<file path="src/rtl/rv_fetch_pkg.sv">
// rtl/rv_fetch_pkg.sv - shared types and constants for the fetch buffer
//
// fetch_entry_t : one decoded-queue entry, instruction word tagged with its PC
// NOP_INSTR     : canonical RV32I no-op (addi x0, x0, 0)

package rv_fetch_pkg;

    typedef struct packed {
        logic [31:2] pc;
        logic [31:0] instr;
    } fetch_entry_t;

    localparam logic [31:0] NOP_INSTR = 32'h0000_0013;

endpackage

</file>
<file path="src/rtl/rv_fetch_fifo.sv">
// rtl/rv_fetch_fifo.sv - synchronous FIFO with clear, used for the instruction queue and the PC tag queue
//
// Ports:
//   clk    in   clock, all state on rising edge
//   rst    in   asynchronous active-high reset
//   clr    in   synchronous clear; wins over push and pop in the same cycle
//   push   in   write wdata at the tail
//   wdata  in   WIDTH-bit write data
//   pop    in   drop the head entry
//   rdata  out  head entry (registered storage, no write-through)
//   count  out  current occupancy, 0..DEPTH
//   full   out  count == DEPTH
//   empty  out  count == 0
//
// Push and pop together are legal at any occupancy, including full.

module rv_fetch_fifo #(
    parameter int WIDTH = 32,
    parameter int DEPTH = 4
) (
    input  logic                       clk,
    input  logic                       rst,
    input  logic                       clr,
    input  logic                       push,
    input  logic [WIDTH-1:0]           wdata,
    input  logic                       pop,
    output logic [WIDTH-1:0]           rdata,
    output logic [$clog2(DEPTH+1)-1:0] count,
    output logic                       full,
    output logic                       empty
);

    localparam int PW = (DEPTH > 1) ? $clog2(DEPTH) : 1;
    localparam int CW = $clog2(DEPTH + 1);

    logic [WIDTH-1:0] mem [DEPTH];
    logic [PW-1:0]    wr_ptr;
    logic [PW-1:0]    rd_ptr;
    logic [CW-1:0]    cnt;
    logic             do_push;
    logic             do_pop;

    // Pointers wrap explicitly so non-power-of-two depths also work.
    function automatic logic [PW-1:0] ptr_inc(input logic [PW-1:0] p);
        if (p == PW'(DEPTH - 1)) begin
            return '0;
        end
        return p + PW'(1);
    endfunction

    assign full  = (cnt == CW'(DEPTH));
    assign empty = (cnt == '0);
    assign count = cnt;
    assign rdata = mem[rd_ptr];

    // A push into a full FIFO is only honoured when the head leaves in the same cycle.
    assign do_pop  = pop & ~empty & ~clr;
    assign do_push = push & ~clr & (~full | do_pop);

    always_ff @(posedge clk or posedge rst) begin
        if (rst) begin
            wr_ptr <= '0;
            rd_ptr <= '0;
            cnt    <= '0;
        end else if (clr) begin
            wr_ptr <= '0;
            rd_ptr <= '0;
            cnt    <= '0;
        end else begin
            if (do_push) begin
                wr_ptr <= ptr_inc(wr_ptr);
            end
            if (do_pop) begin
                rd_ptr <= ptr_inc(rd_ptr);
            end
            case ({do_push, do_pop})
                2'b10:   cnt <= cnt + CW'(1);
                2'b01:   cnt <= cnt - CW'(1);
                default: cnt <= cnt;
            endcase
        end
    end

    // Storage needs no reset: entries are only visible once counted.
    always_ff @(posedge clk) begin
        if (do_push) begin
            mem[wr_ptr] <= wdata;
        end
    end

endmodule

</file>
<file path="src/rtl/rv_fetch_buf.sv">
// rtl/rv_fetch_buf.sv - IMEM request issue, fetch queue and redirect handling for the fetch stage
//
// Ports:
//   i_clk          in   clock
//   i_reset        in   asynchronous active-high reset
//   i_pc           in   current fetch PC [31:2]
//   i_flush        in   redirect this cycle
//   o_fetch_stall  out  hold the fetch PC (low when a request is accepted or on flush)
//   o_imem_req     out  IMEM request valid
//   o_imem_addr    out  IMEM word address, equal to i_pc
//   i_imem_gnt     in   IMEM accepted the request
//   i_imem_rvalid  in   in-order IMEM response valid
//   i_imem_rdata   in   IMEM response word
//   o_dec_valid    out  queue head valid
//   o_dec_pc       out  queue head PC (zero when empty)
//   o_dec_instr    out  queue head instruction (zero when empty)
//   i_dec_ready    in   decode consumes the head

module rv_fetch_buf
    import rv_fetch_pkg::*;
#(
    parameter int DEPTH           = 4,
    parameter int MAX_OUTSTANDING = 2
) (
    input  logic        i_clk,
    input  logic        i_reset,
    input  logic [29:0] i_pc,
    input  logic        i_flush,
    output logic        o_fetch_stall,
    output logic        o_imem_req,
    output logic [29:0] o_imem_addr,
    input  logic        i_imem_gnt,
    input  logic        i_imem_rvalid,
    input  logic [31:0] i_imem_rdata,
    output logic        o_dec_valid,
    output logic [29:0] o_dec_pc,
    output logic [31:0] o_dec_instr,
    input  logic        i_dec_ready
);

    localparam int QW = $bits(fetch_entry_t);
    localparam int CW = $clog2(DEPTH + 1);
    localparam int OW = $clog2(MAX_OUTSTANDING + 1);

    logic          grant;
    logic          credit_ok;
    logic          resp_keep;

    // Tag FIFO: one entry per granted request, so its occupancy is the
    // outstanding-request count; stale tags retire with their dropped responses.
    logic [29:0]   tag_pc;
    logic [OW-1:0] tag_count;
    logic          tag_full;
    logic          tag_empty;

    fetch_entry_t  q_wdata;
    fetch_entry_t  q_head;
    logic          q_push;
    logic          q_pop;
    logic [CW-1:0] q_count;
    logic          q_full;
    logic          q_empty;

    // Responses still owed for requests issued before the latest redirect.
    logic [OW-1:0] discard;

    // Queued plus in-flight words may never exceed the queue depth, so every
    // response that is kept always finds a free slot.
    assign credit_ok = (int'(q_count) + int'(tag_count)) < DEPTH;

    assign o_imem_req    = ~i_reset & ~i_flush & ~tag_full & credit_ok;
    assign o_imem_addr   = i_pc;
    assign grant         = o_imem_req & i_imem_gnt;
    assign o_fetch_stall = ~grant & ~i_flush;

    assign resp_keep = i_imem_rvalid & ~i_flush & (discard == '0);

    rv_fetch_fifo #(
        .WIDTH (30),
        .DEPTH (MAX_OUTSTANDING)
    ) u_tag_fifo (
        .clk   (i_clk),
        .rst   (i_reset),
        .clr   (1'b0),
        .push  (grant),
        .wdata (i_pc),
        .pop   (i_imem_rvalid),
        .rdata (tag_pc),
        .count (tag_count),
        .full  (tag_full),
        .empty (tag_empty)
    );

    assign q_wdata.pc    = tag_pc;
    assign q_wdata.instr = i_imem_rdata;
    assign q_push        = resp_keep;
    // The head is never consumed in a redirect cycle; the clear discards it.
    assign q_pop         = o_dec_valid & i_dec_ready & ~i_flush;

    rv_fetch_fifo #(
        .WIDTH (QW),
        .DEPTH (DEPTH)
    ) u_instr_q (
        .clk   (i_clk),
        .rst   (i_reset),
        .clr   (i_flush),
        .push  (q_push),
        .wdata (q_wdata),
        .pop   (q_pop),
        .rdata (q_head),
        .count (q_count),
        .full  (q_full),
        .empty (q_empty)
    );

    // On redirect every request still in flight after this cycle is stale.
    // No grant is possible in a flush cycle, so that is the current count less
    // any response retiring now; this also absorbs a previous discard backlog.
    always_ff @(posedge i_clk or posedge i_reset) begin
        if (i_reset) begin
            discard <= '0;
        end else if (i_flush) begin
            discard <= tag_count - OW'(i_imem_rvalid);
        end else if (i_imem_rvalid && (discard != '0)) begin
            discard <= discard - OW'(1);
        end
    end

    assign o_dec_valid = ~q_empty;
    assign o_dec_pc    = o_dec_valid ? q_head.pc    : 30'd0;
    assign o_dec_instr = o_dec_valid ? q_head.instr : 32'd0;

    a_no_q_overflow : assert property (@(posedge i_clk) disable iff (i_reset)
        !(q_push && q_full && !q_pop));

    a_no_orphan_resp : assert property (@(posedge i_clk) disable iff (i_reset)
        !(i_imem_rvalid && tag_empty));

    a_discard_bound : assert property (@(posedge i_clk) disable iff (i_reset)
        discard <= tag_count);

endmodule

</file>
<file path="config.mk">
export PLATFORM = sky130hd
export DESIGN_NAME = rv_fetch_buf
export DESIGN_NICKNAME = d
export VERILOG_FILES = /design/src/rtl/rv_fetch_pkg.sv /design/src/rtl/rv_fetch_fifo.sv /design/src/rtl/rv_fetch_buf.sv
export SDC_FILE = /design/constraint.sdc
export NUM_CORES = 1
export LEC_CHECK = 0
export CAP_MARGIN = 10
export CORE_UTILIZATION = 50
export DETAILED_ROUTE_END_ITERATION = 10
export GPL_TIMING_DRIVEN = 0
export HOLD_SLACK_MARGIN = 0.12
export PLACE_DENSITY = 0.76
export SYNTH_ARGS = -nofsm -noshare
export SYNTH_HDL_FRONTEND = slang
export SYNTH_HIERARCHICAL = 1
export SYNTH_SLANG_ARGS = --single-unit
</file>
<file path="constraint.sdc">
create_clock -name i_clk -period 6.83 [get_ports i_clk]
set_input_delay 1.0245 -clock i_clk [delete_from_list [all_inputs] [get_ports i_clk]]
set_output_delay 1.0245 -clock i_clk [all_outputs]
set_load 0.01 [all_outputs]
</file>
# == Word level (Yosys, flattened, before mapping) ==
# Memory sizes are Yosys's and may differ from the RTL's.
# Cells that the tools add are included.
# W data, S select, Z words.
# classes
add_sub_neg,11
n_lt_le_gt_ge,1
eq_ne,8
n_mux,33
bitwise_logic,24
n_reduce_logical,10
# op_table
op,n
$mux W32,1
$mux W30,1
$mux W2,10
$mux W1,18
$and A1 B1 Y1,15
$eq A2 B2 Y1 const B,5
$reduce_bool A2 Y1,5
$not A1 Y1,7
$add A2 B1 Y2 const B,3
$pmux W3 S2,1
$add A3 B2 Y4,1
$eq A2 B1 Y1 const B,2
$logic_not A2 Y1,2
$lt A4 B3 Y1 const B,1
$pmux W2 S2,1
$sub A2 B1 Y2 const B,2
$add A3 B1 Y3 const B,1
$eq A3 B3 Y1 const B,1
$logic_not A3 Y1,1
$mux W3,1
$reduce_bool A3 Y1,1
$sub A3 B1 Y3 const B,1
$add A1 B1 Y1 const B,2
$or A1 B1 Y1,2
2 further kinds,2
# totals
register_bits,13
ram_bits,308
in_bits,68
out_inout_bits,95
wordCells,96
mem_count,2
# mem_list
memory,words,word_bits,rd,rd_ports_with_merged_regs,wr,line,text
u_instr_q.mem,4,62,1,0,1,rv_fetch_fifo.sv:36,logic [WIDTH-1:0] mem [DEPTH];
u_tag_fifo.mem,2,30,1,0,1,rv_fetch_fifo.sv:36,

# == Depth between registers and ports, before layout ==
# Gate-level depths: netlist of run 1.
# logic_depth
ltp_word,13
ltp_mapped,12
mapped_depth_nobuf,9

# == By module ==
# Netlist of run 1, hierarchy kept.
# modules_own_cells
module,n_inst,cells_per_inst,area_each_um2,seq_area_each_um2
rv_fetch_fifo (u_instr_q),1,386,9491.6,7622.3
rv_fetch_fifo (u_tag_fifo),1,124,2417.3,1901.8
rv_fetch_buf,1,123,857.1,50.0

# == Worst setup path after synthesis of run 1 ==
# No wires, ideal clock.
# synth_timing
path_type,register to register
startpoint,reg u_instr_q.cnt[0] (netlist: u_instr_q/count[0])
endpoint,"mem u_instr_q/mem[0][0] in the netlist's numbering, enable pin"
setup_ns,0.571
arrival_ns,6.150
t_required_ns,6.259
setup_slack_ns,0.109
stages_incl_launch_ff,9
path_buffers,4
period_less_slack_ns,6.721
path_cell_list,dfrtp_1 -> clkbuf_1 -> nor3_1 -> clkbuf_1 -> clkbuf_1 -> nor3b_1 -> buf_6 -> o21ai_4 -> nor3b_1
# synth_between
elab_chain_cells,10
word_cells_on_any_way,12
cone_classes,1 x eq/ne; 2 x mux; 8 x bitwise; 1 x reduce/logical
# synth_lines
element,line,text
from (decl),rv_fetch_fifo.sv:39,logic [CW-1:0] cnt;
from (signal assigned),rv_fetch_fifo.sv:77,2'b10: cnt <= cnt + CW'(1);
from (signal assigned),rv_fetch_fifo.sv:78,2'b01: cnt <= cnt - CW'(1);
from (signal assigned),rv_fetch_fifo.sv:79,default: cnt <= cnt;
$logic_not A3 Y1,rv_fetch_fifo.sv:52,assign empty = (cnt == '0);
via q_empty,rv_fetch_buf.sv:62,logic q_empty;
$not A1 Y1,rv_fetch_buf.sv:129,assign o_dec_valid = ~q_empty;
$and A1 B1 Y1 (2 in series),rv_fetch_buf.sv:98,assign q_pop = o_dec_valid & i_dec_ready & ~i_flush;
via q_pop,rv_fetch_buf.sv:59,logic q_pop;
$and A1 B1 Y1 (2 in series),rv_fetch_fifo.sv:57,assign do_pop = pop & ~empty & ~clr;
$or A1 B1 Y1,rv_fetch_fifo.sv:58,assign do_push = push & ~clr & (~full | do_pop);
$and A1 B1 Y1,rv_fetch_fifo.sv:58,
$mux W1,rv_fetch_fifo.sv:86,if (do_push) begin
$mux W1 (implied by the code),rv_fetch_fifo.sv:87,mem[wr_ptr] <= wdata;
to (decl),rv_fetch_fifo.sv:36,
# The timed path passes the listed nets, and every way through them passes these cells.

# == Worst setup path after layout of run 1 ==
# layout_timing
startpoint,reg u_instr_q.cnt[0] (netlist: u_instr_q/count[0])
endpoint,out o_dec_pc[15]
# layout_between
elab_chain_cells,2
# layout_lines
element,line,text
$logic_not A3 Y1,rv_fetch_fifo.sv:52,
via q_empty,rv_fetch_buf.sv:62,
$mux W30,rv_fetch_buf.sv:130,assign o_dec_pc = o_dec_valid ? q_head.pc : 30'd0;
to (decl),rv_fetch_buf.sv:36,"output logic [29:0] o_dec_pc,"
# The timed path passes the listed nets, and every way through them passes these cells.

==> results of run 1 <==
==> final timing paths <==
check,startpoint,endpoint,slack (ns),cells past startpoint
max in group asynchronous,i_reset,u_instr_q/wr_ptr[0],5.77,2
worst min register to register,u_tag_fifo/mem[1][5],u_instr_q/mem[2][37],0.60,1
min in group asynchronous,i_reset,discard[0],0.72,2
worst max-delay path,u_instr_q/count[0],o_dec_pc[15],2.57,6
worst max register to register,u_instr_q/count[0],u_instr_q/count[2],2.93,12
worst min-delay path,u_tag_fifo/mem[1][5],u_instr_q/mem[2][37],0.60,1
==> critical path: stages, from the launching register on <==
cell and delay [ns]:
dfrtp_1 0.42, clkbuf_1 0.21, nor3_1 0.20, clkbuf_1 0.61, clkbuf_1 0.52, nor2b_1 0.16, clkdlybuf4s50_1 0.53
==> registers in the layout, summed over array words and instances (netlist names) <==
register and count:
u_tag_fifo/mem 60, u_instr_q/rd_ptr 2, u_tag_fifo/count 2, discard 2, u_instr_q/wr_ptr 2, u_instr_q/count 3, u_tag_fifo/wr_ptr 1, u_instr_q/mem 248
u_tag_fifo/rd_ptr 1
==> power groups by stage <==
stage	Combinational, µW	Sequential [µW]	Clock (µW)
6_report	203	2190	1570
5_1_grt	222	2190	1690
4_1_cts	206	2190	1610
3_5_place_dp	205	2230	0
3_3_place_gp	191	2240	0
2_1_floorplan	96.5	2230	0
==> layer usage <==
| metal | GRT usage [%] | share of wire, % | vias up |
|---|---|---|---|
| li1 | - | - | 2912 |
| met1 | 23.87 | 40 | 3211 |
| met2 | 33.50 | 53 | 195 |
| met3 | 3.269 | 5.4 | 37 |
| met4 | 5.274 | 2.1 | 0 |
| met5 | 0 | 0 | - |
==> layout make-up <==
| type | instances | area (µm²) |
|---|---|---|
| flip-flops and latches | 321 | 9574 |
| fillers | 1778 | 8995 |
| well taps | 330 | 412.9 |
| clock buffers | 35 | 790.8 |
| inverters | 12 | 45.04 |
| multi-input cells | 243 | 2806 |
| clock inverters | 22 | 151.4 |
| repair buffers | 191 | 1956 |
| plain buffers | 60 | 377.9 |
==> metrics by stage <==
stage	TNS (ns)	setup slack, ns	total power (µW)	std cells
floorplan	0	0.1086	2331	636
global placement	-1020.49	-4.148	2429	1128
detailed placement	0	2.770	2438	1157
CTS	0	2.433	4012	1214
global route	0	2.257	4102	1214
finish	0	2.572	3964	1214
==> results.py, run 1 <==
metrics = {
    "timing": {
        "hold-worst-slack_ns": 0.5962,
        "slew-limit-headroom_pct": 31.60,
        "report.final.hold_viol_count": 0,
        "timing.final.max_slew_violations": 0,
        "finalCritPeriodShare_pct": 62.34,
        "unrepaired_setup_endpoints_after_global_routing": "false",
        "tightestPinTransition_ns": 1.021,
        "post-route-min-period_ns": 4.258,
        "clock_skew_ns": 0.01725,
        "fmaxAchievable_mhz": 234.9,
        "setup_viol_count_final": 0,
    },
    "critical_path": {
        "required_ns": 5.81,
        "crit_path_start_kind": "flip-flop",
        "path_max_fanout": 10,
        "cp-end-kind": "primary output",
        "worst_ep_arrival_time_ns": 3.23,
        "critical_setup_path_kind": "flip-flop to primary output",
    },
    "yosys": {
        "syn_area_per_cell_um2": 20.22,
        "post_synth_inst_count": 631,
        "synth_area_um2": 12760,
        "synth_warnings": 6,
    },
    "cells_and_area": {
        "final_common_cell": "edfxtp_1",
        "utilization_pct": 64.18,
        "antenna-diode-count": 0,
        "drive_gt1_share_pct": 25.00,
        "area_overhead_of_the_layout_relative_to_synthesis_pct": 26.30,
        "final_instance_area_um2": 16110,
        "layout.cells.most_common_list": "edfxtp_1, clkdlybuf4s50_1, nor2b_1, mux4_2, buf_4",
        "final_nets": 937,
    },
    "pwr": {
        "internal_power_uw": 3168,
        "net-switching-power_uw": 796.1,
        "power.static_leakage_uw": 0.005282,
        "share_clk_of_total_power_pct": 39.6,
        "power_frac_comb_pct": 5.1,
        "worst_vdd_rail_ir_drop_uv": 231.5,
        "netSwitchingFraction_pct": 20.08,
        "power_per_cell_area_nw_per_um2": 246.0,
        "power.share.sequential_pct": 55.3,
    },
    "routing": {
        "drcViolationCount": 0,
        "vias_cell": 5.235,
        "first_pass_iters": 7,
        "vias": 6355,
        "antenna_violating_nets_remaining": 0,
        "drt-initial-drc-count": 409,
        "mean_routed_wirelength_per_cell_um": 19.49,
        "totalWireLength_um": 23660,
    },
    "clock_tree": {
        "insertion_delay_ns": 0.56,
        "cts_tree": "yes",
        "cts_repair_resize_count": 0,
        "cts_hold_repair.buffers": 0,
        "postCtsSetupRepairBufs": 0,
        "cts-root-buf": "clkbuf_16",
        "cts_htree_levels": 1,
        "path_clk_slew_ns": 0.06,
        "clock_path_buffers": 3,
        "clkSinkCount": 321,
        "total_cts_buffers": 31,
    },
    "place": {
        "finalWeightedCongestion": 0.7619,
        "detailed_place.area_um2": 15170,
        "dp_hpwl_um": 16200,
        "io_buffers": 162,
    },
    "die": {
        "core.rowCount": 58,
        "design.die.area_um2": 26160,
        "die_y_um": 161.7,
        "die_width_um": 161.7,
        "pin_count": 163,
        "initial_utilization_pct": 50.81,
        "core_area_um2": 25110,
    },
    "hold_path": {
        "min_path_type": "flip-flop to flip-flop",
    },
    "run": {
        "max-cap-violations": 0,
    },
    "global_route": {
        "grt_max_degree": 31,
        "first_global_vias": 6676,
        "antenna_found_initial": 0,
        "first_pass_grt_wire_length_um": 37190,
        "grt_remaining_overflow": 0,
        "overall_track_demand_over_capacity_in_global_routing_pct": 18.85,
    },
    "run_status": {
        "status": "completed",
    },
}
(Power assumes the default switching activity.)
==> run 2: changes to the inputs <==
--- a/config.mk
+++ b/config.mk
@@ -6,11 +6,11 @@
 export NUM_CORES = 1
 export LEC_CHECK = 0
 export CAP_MARGIN = 10
-export CORE_UTILIZATION = 50
+export CORE_UTILIZATION = 55
 export DETAILED_ROUTE_END_ITERATION = 10
 export GPL_TIMING_DRIVEN = 0
 export HOLD_SLACK_MARGIN = 0.12
-export PLACE_DENSITY = 0.76
+export PLACE_DENSITY = 0.79
 export SYNTH_ARGS = -nofsm -noshare
 export SYNTH_HDL_FRONTEND = slang
 export SYNTH_HIERARCHICAL = 1
==> constraint.sdc (replaced) <==
create_clock -name i_clk -period 4.4 [get_ports i_clk]
set_input_delay 0.66 -clock i_clk [delete_from_list [all_inputs] [get_ports i_clk]]
set_output_delay 0.66 -clock i_clk [all_outputs]
set_load 0.01 [all_outputs]
==> results.py, run 2 (synthesized netlist as in run 1, its figures left out) <==
metrics = {
    "timing": {
        "unrepaired_setup_endpoints_after_global_routing": "false",
        "report.final.hold_viol_count": 0,
        "postLayoutSetupSlackWorst_ns": 0.4064,
        "tightestPinTransition_ns": 0.9130,
        "clock_skew_ns": 0.01599,
        "post-route-min-period_ns": 3.994,
        "timing.final.max_slew_violations": 0,
        "fmaxAchievable_mhz": 250.4,
        "setup_viol_count_final": 0,
        "tns_ns": 0,
        "slew-limit-headroom_pct": 39.07,
        "finalCritPeriodShare_pct": 90.76,
    },
    "critical_path": {
        "critical_setup_path_kind": "flip-flop to flip-flop",
        "timing.critical_path.max_delay_family": "buffers and inverters",
        "cp_num_buf_inv": 4,
        "number_of_cells_on_the_worst_reg_to_reg_path": 12,
        "critical_path.most_common_cell": "clkbuf_1",
        "cp-end-kind": "flip-flop",
        "critical_path.reg2reg.startpoint": "u_instr_q/count[0]",
        "path_max_fanout": 10,
        "required_ns": 4.86,
        "timing.critical_path.cells": "clkbuf_1 > nor3_1 > clkbuf_1 > clkbuf_1 > nor3b_1 > buf_6 > o31ai_1 > nor3_1 > fa_1 > or3b_1 > or3_1 > a31oi_1",
        "crit-reg2reg-capture": "u_instr_q/count[2]",
        "crit_path_max_incr_delay_ns": 0.58,
        "timing.critical_path.slowest_stage_cell": "clkbuf_1",
        "ff2ff_setup_slack_ns": 0.41,
        "crit_path_start_kind": "flip-flop",
        "worst_ep_arrival_time_ns": 4.45,
    },
    "pwr": {
        "worst_vdd_rail_ir_drop_uv": 267.0,
        "power.static_leakage_uw": 0.005343,
        "power_per_cell_area_nw_per_um2": 391.9,
    },
    "place": {
        "finalWeightedCongestion": 0.7462,
        "io_buffers": 162,
        "preCtsSetupSlack_ns": 0.4519,
        "dp_hpwl_um": 16530,
        "detailed_place.area_um2": 15230,
    },
    "clock_tree": {
        "cts_htree_levels": 1,
        "cts-root-buf": "clkbuf_16",
        "path_clk_slew_ns": 0.07,
        "cts_repair_resize_count": 0,
        "postCtsSetupRepairBufs": 0,
        "total_cts_buffers": 31,
        "cts_hold_repair.buffers": 0,
        "clock_path_buffers": 3,
        "clkSinkCount": 321,
        "cts_tree": "yes",
        "insertion_delay_ns": 0.54,
    },
    "routing": {
        "drt-initial-drc-count": 312,
        "drcViolationCount": 0,
        "first_pass_iters": 5,
        "vias_cell": 5.563,
        "mean_routed_wirelength_per_cell_um": 20.91,
        "antenna_violating_nets_remaining": 0,
        "totalWireLength_um": 24210,
        "vias": 6442,
    },
    "global_route": {
        "grt_remaining_overflow": 0,
        "first_global_vias": 7016,
        "first_pass_grt_wire_length_um": 38130,
        "overall_track_demand_over_capacity_in_global_routing_pct": 21.18,
        "grt_max_degree": 31,
        "antenna_found_initial": 0,
    },
    "die": {
        "core_area_um2": 22710,
        "die_y_um": 154.3,
        "core.rowCount": 55,
        "die_width_um": 154.3,
        "initial_utilization_pct": 56.18,
        "pin_count": 163,
        "design.die.area_um2": 23810,
    },
    "cells_and_area": {
        "final_instance_area_um2": 16250,
        "area_overhead_of_the_layout_relative_to_synthesis_pct": 27.37,
        "final_nets": 925,
        "utilization_pct": 71.56,
        "fillers": 1348,
        "layout.cells.most_common_list": "edfxtp_1, clkdlybuf4s50_1, nor2b_1, mux4_2, buf_4",
        "antenna-diode-count": 0,
        "drive_gt1_share_pct": 23.60,
        "max_flop_register": "u_instr_q/mem",
        "largest_reg_flops": 248,
        "final_common_cell": "edfxtp_1",
    },
    "run": {
        "max-cap-violations": 0,
    },
    "run_status": {
        "status": "completed",
    },
    "hold_path": {
        "min_path_type": "input port to async pin",
    },
}
-- run 2: changes by cell type in the layout (fill, tap and decap cells not counted), sizes merged --
cell,previous run,this run
buf,80,68
bufinv,1,5
clkbuf,44,51
clkinv,16,10
clkinvlp,3,0
inv,14,13
-- run 2: worst max path at each step --
stage / startpoint / end / cells after the start
2_1_floorplan: u_instr_q/count[0] / u_instr_q/mem[0][0] / 8
3_3_place_gp: u_instr_q/count[0] / u_instr_q/mem[2][54] / 8
3_5_place_dp: u_instr_q/count[0] / u_instr_q/count[2] / 12
4_1_cts: u_instr_q/count[0] / u_instr_q/count[2] / 12
5_1_grt: u_instr_q/count[0] / u_instr_q/count[2] / 12
6_report: u_instr_q/count[0] / u_instr_q/count[2] / 12
-- run 2: through the flow --
stage               hold slack, ns  power [µW]  instances
CTS                         0.3585        6422       1158
global route                0.3699        6566       1158
floorplan                   0.4012        3617        636
detailed placement          0.5746        3797       1100
global placement            0.5619        3758       1083
finish                      0.3741        6369       1158
-- run 2: routing by layer --
layer	vias to the layer above	GRT usage [%]	share of wire, %
met4	0	6.271	2.1
met1	3277	27.61	40
li1	2898	-	-
met5	-	0	0
met2	224	37.25	52
met3	43	3.138	5.6
-- run 2: worst register-to-register path: stages, from the launching register on --
cell      delay (ns)
dfrtp_1         0.43
clkbuf_1        0.21
nor3_1          0.24
clkbuf_1        0.58
clkbuf_1        0.53
nor3b_1         0.16
buf_6           0.18
o31ai_1         0.15
nor3_1          0.12
fa_1            0.42
or3b_1          0.39
or3_1           0.32
a31oi_1         0.19
-- run 2: power by group --
part           leakage [µW]  total, µW  internal [µW]  switching [µW]
Sequential          0.00295       3400           3390            14.6
Clock              0.000498       2640           1590            1050
Combinational       0.00190        328            183             145
Total               0.00534       6370           5160            1210
-- run 2: final cells by class --
class / instances / area, µm² / share of cell area (%)
Buffer: 60 / 377.9 / 2.325
Multi-Input combinational cell: 243 / 2838 / 17.46
Inverter: 12 / 45.04 / 0.2772
Sequential cell: 321 / 9574 / 58.92
Timing Repair Buffer: 179 / 2039 / 12.55
Clock buffer: 42 / 817.0 / 5.028
Tap cell: 285 / 356.6 / 2.194
Clock inverter: 16 / 202.7 / 1.247
==> run 3: changes to the inputs <==
--- a/config.mk
+++ b/config.mk
@@ -6,8 +6,9 @@
 export NUM_CORES = 1
 export LEC_CHECK = 0
 export CAP_MARGIN = 10
-export CORE_UTILIZATION = 55
+export CORE_UTILIZATION = 63
 export DETAILED_ROUTE_END_ITERATION = 10
+export DONT_BUFFER_PORTS = 1
 export GPL_TIMING_DRIVEN = 0
 export HOLD_SLACK_MARGIN = 0.12
 export PLACE_DENSITY = 0.79
==> results.py, run 3 (synthesized netlist as in run 1, its figures left out) <==
metrics = {
    "run_status": {
        "status": "completed",
    },
    "clock_tree": {
        "cts_htree_levels": 1,
        "insertion_delay_ns": 0.56,
        "total_cts_buffers": 31,
        "clkSinkCount": 321,
        "cts_tree": "yes",
        "path_clk_slew_ns": 0.06,
        "clock_path_buffers": 3,
        "cts-root-buf": "clkbuf_16",
    },
    "cells_and_area": {
        "final_common_cell": "edfxtp_1",
        "largest_reg_flops": 248,
        "layout.cells.most_common_list": "edfxtp_1, nor2b_1, mux4_2, buf_4, clkbuf_16",
        "final_nets": 764,
        "drive_gt1_share_pct": 28.21,
        "antenna-diode-count": 0,
        "fillers": 1156,
        "max_flop_register": "u_instr_q/mem",
        "final_instance_area_um2": 14430,
        "multi_input_comb_area_um2": 2838,
        "area_overhead_of_the_layout_relative_to_synthesis_pct": 13.11,
        "final-seq-area_um2": 9574,
    },
    "die": {
        "die_y_um": 144.3,
        "core_area_um2": 19650,
        "initial_utilization_pct": 64.92,
        "pin_count": 163,
        "die_width_um": 144.3,
        "design.die.area_um2": 20820,
        "core.rowCount": 51,
    },
    "routing": {
        "vias_cell": 5.929,
        "mean_routed_wirelength_per_cell_um": 23.09,
        "drcViolationCount": 0,
        "antenna_violating_nets_remaining": 0,
        "totalWireLength_um": 22490,
        "drt-initial-drc-count": 257,
        "vias": 5775,
        "first_pass_iters": 4,
    },
    "pwr": {
        "power.static_leakage_uw": 0.004668,
        "design_power_total_uw": 5987,
        "power_per_cell_area_nw_per_um2": 414.9,
        "worst_vdd_rail_ir_drop_uv": 332.9,
    },
    "place": {
        "io_buffers": 0,
        "dp_hpwl_um": 15310,
        "detailed_place.area_um2": 13510,
        "finalWeightedCongestion": 0.7264,
    },
    "timing": {
        "post-route-min-period_ns": 3.937,
        "report.final.hold_viol_count": 0,
        "setup_viol_count_final": 0,
        "slew-limit-headroom_pct": 34.74,
        "tightestPinTransition_ns": 0.9778,
        "timing.final.max_slew_violations": 0,
        "tns_ns": 0,
        "clock_skew_ns": 0.01391,
        "finalCritPeriodShare_pct": 89.48,
        "fmaxAchievable_mhz": 254.0,
        "unrepaired_setup_endpoints_after_global_routing": "false",
    },
    "global_route": {
        "first_pass_grt_wire_length_um": 34170,
        "overall_track_demand_over_capacity_in_global_routing_pct": 22.63,
        "grt_remaining_overflow": 0,
        "first_global_vias": 6290,
        "antenna_found_initial": 0,
        "grt_max_degree": 31,
    },
    "critical_path": {
        "critical_path.most_common_cell": "clkbuf_1",
        "timing.critical_path.slowest_stage_cell": "clkbuf_1",
        "crit_path_max_incr_delay_ns": 0.54,
        "path_max_fanout": 10,
        "timing.critical_path.cells": "clkbuf_1 > nor3_1 > clkbuf_1 > clkbuf_1 > nor3b_1 > buf_6 > o31ai_1 > nor3_1 > fa_1 > or3b_1 > or3_1 > a31oi_1",
        "crit_path_start_kind": "flip-flop",
        "cp-end-kind": "flip-flop",
        "critical_setup_path_kind": "flip-flop to flip-flop",
        "required_ns": 4.86,
        "worst_ep_arrival_time_ns": 4.40,
    },
    "run": {
        "max-cap-violations": 0,
    },
    "hold_path": {
        "min_path_type": "input port to flip-flop",
    },
}
run 3: cell count changes in the layout (fill, tap and decap cells not counted), moves of 3 or more:
cell,before,now
buf_16,13,7
clkdlybuf4s50_1,162,0
clkbuf_1,20,17
bufinv_16,5,1
clkinv_1,5,11
buf_8,4,10
run 3: metrics by stage:
stage               hold slack [ns]  setup slack, ns  utilization (%)  instances
floorplan                    0.4012          -0.1391                -        636
global placement             0.4048           -2.351            66.83        901
detailed placement           0.4104           0.4715            68.74        918
CTS                          0.1657           0.4198            73.43        974
global route                 0.1655           0.2007            73.43        974
finish                       0.1894           0.4631            73.43        974
run 3: final timing paths:
| kind | start | endpoint | slack [ns] | depth (start not counted) |
|---|---|---|---|---|
| min | i_pc[27] | u_tag_fifo/mem[1][27] | 0.19 | 0 |
| max | u_instr_q/count[0] | u_instr_q/count[2] | 0.46 | 12 |
| min reg2reg | u_tag_fifo/mem[0][13] | u_instr_q/mem[0][45] | 0.59 | 1 |
| min in group asynchronous | i_reset | discard[0] | 0.46 | 2 |
| max reg2reg | u_instr_q/count[0] | u_instr_q/count[2] | 0.46 | 12 |
| max in group asynchronous | i_reset | u_instr_q/wr_ptr[1] | 3.60 | 2 |
run 3: where the power goes:
group	internal [µW]	leakage, µW	switching [µW]
logic	97.3	0.00127	107
clock network	1340	0.000444	1030
registers	3390	0.00295	14.6
run 3: layout make-up:
| cell class | instances | share of cell area, % |
|---|---|---|
| multi-input combinational | 243 | 19.66 |
| timing repair buffer | 18 | 2.445 |
| clock buffer | 39 | 5.584 |
| inverter | 12 | 0.3121 |
| tap | 265 | 2.298 |
| buffer | 60 | 2.618 |
| clock inverter | 16 | 0.7370 |
| sequential | 321 | 66.34 |
run 3: routing by layer:
layer  up-vias  global-route usage (%)  share of wire, %
met5         -                       0                 0
met3        47                   6.192               8.3
met1      2959                   27.84                38
met4         0                   7.313               2.2
met2       216                   39.04                51
li1       2553                       -                 -
run 3: timing repair:
action | CTS | global route
buffers inserted | 0 | 0
gates resized for setup | 0 | 0
endpoints found under the hold margin | 13 | 0
hold buffers | 1 | 0
run 3: critical path, delay by kind of cell (launching register included):
kind | cells | cell delay [ns]
flops | 1 | 0.43
buf+inv | 4 | 1.42
compound gates | 2 | 0.35
simple gates | 5 | 1.23
fa+ha+maj | 1 | 0.43
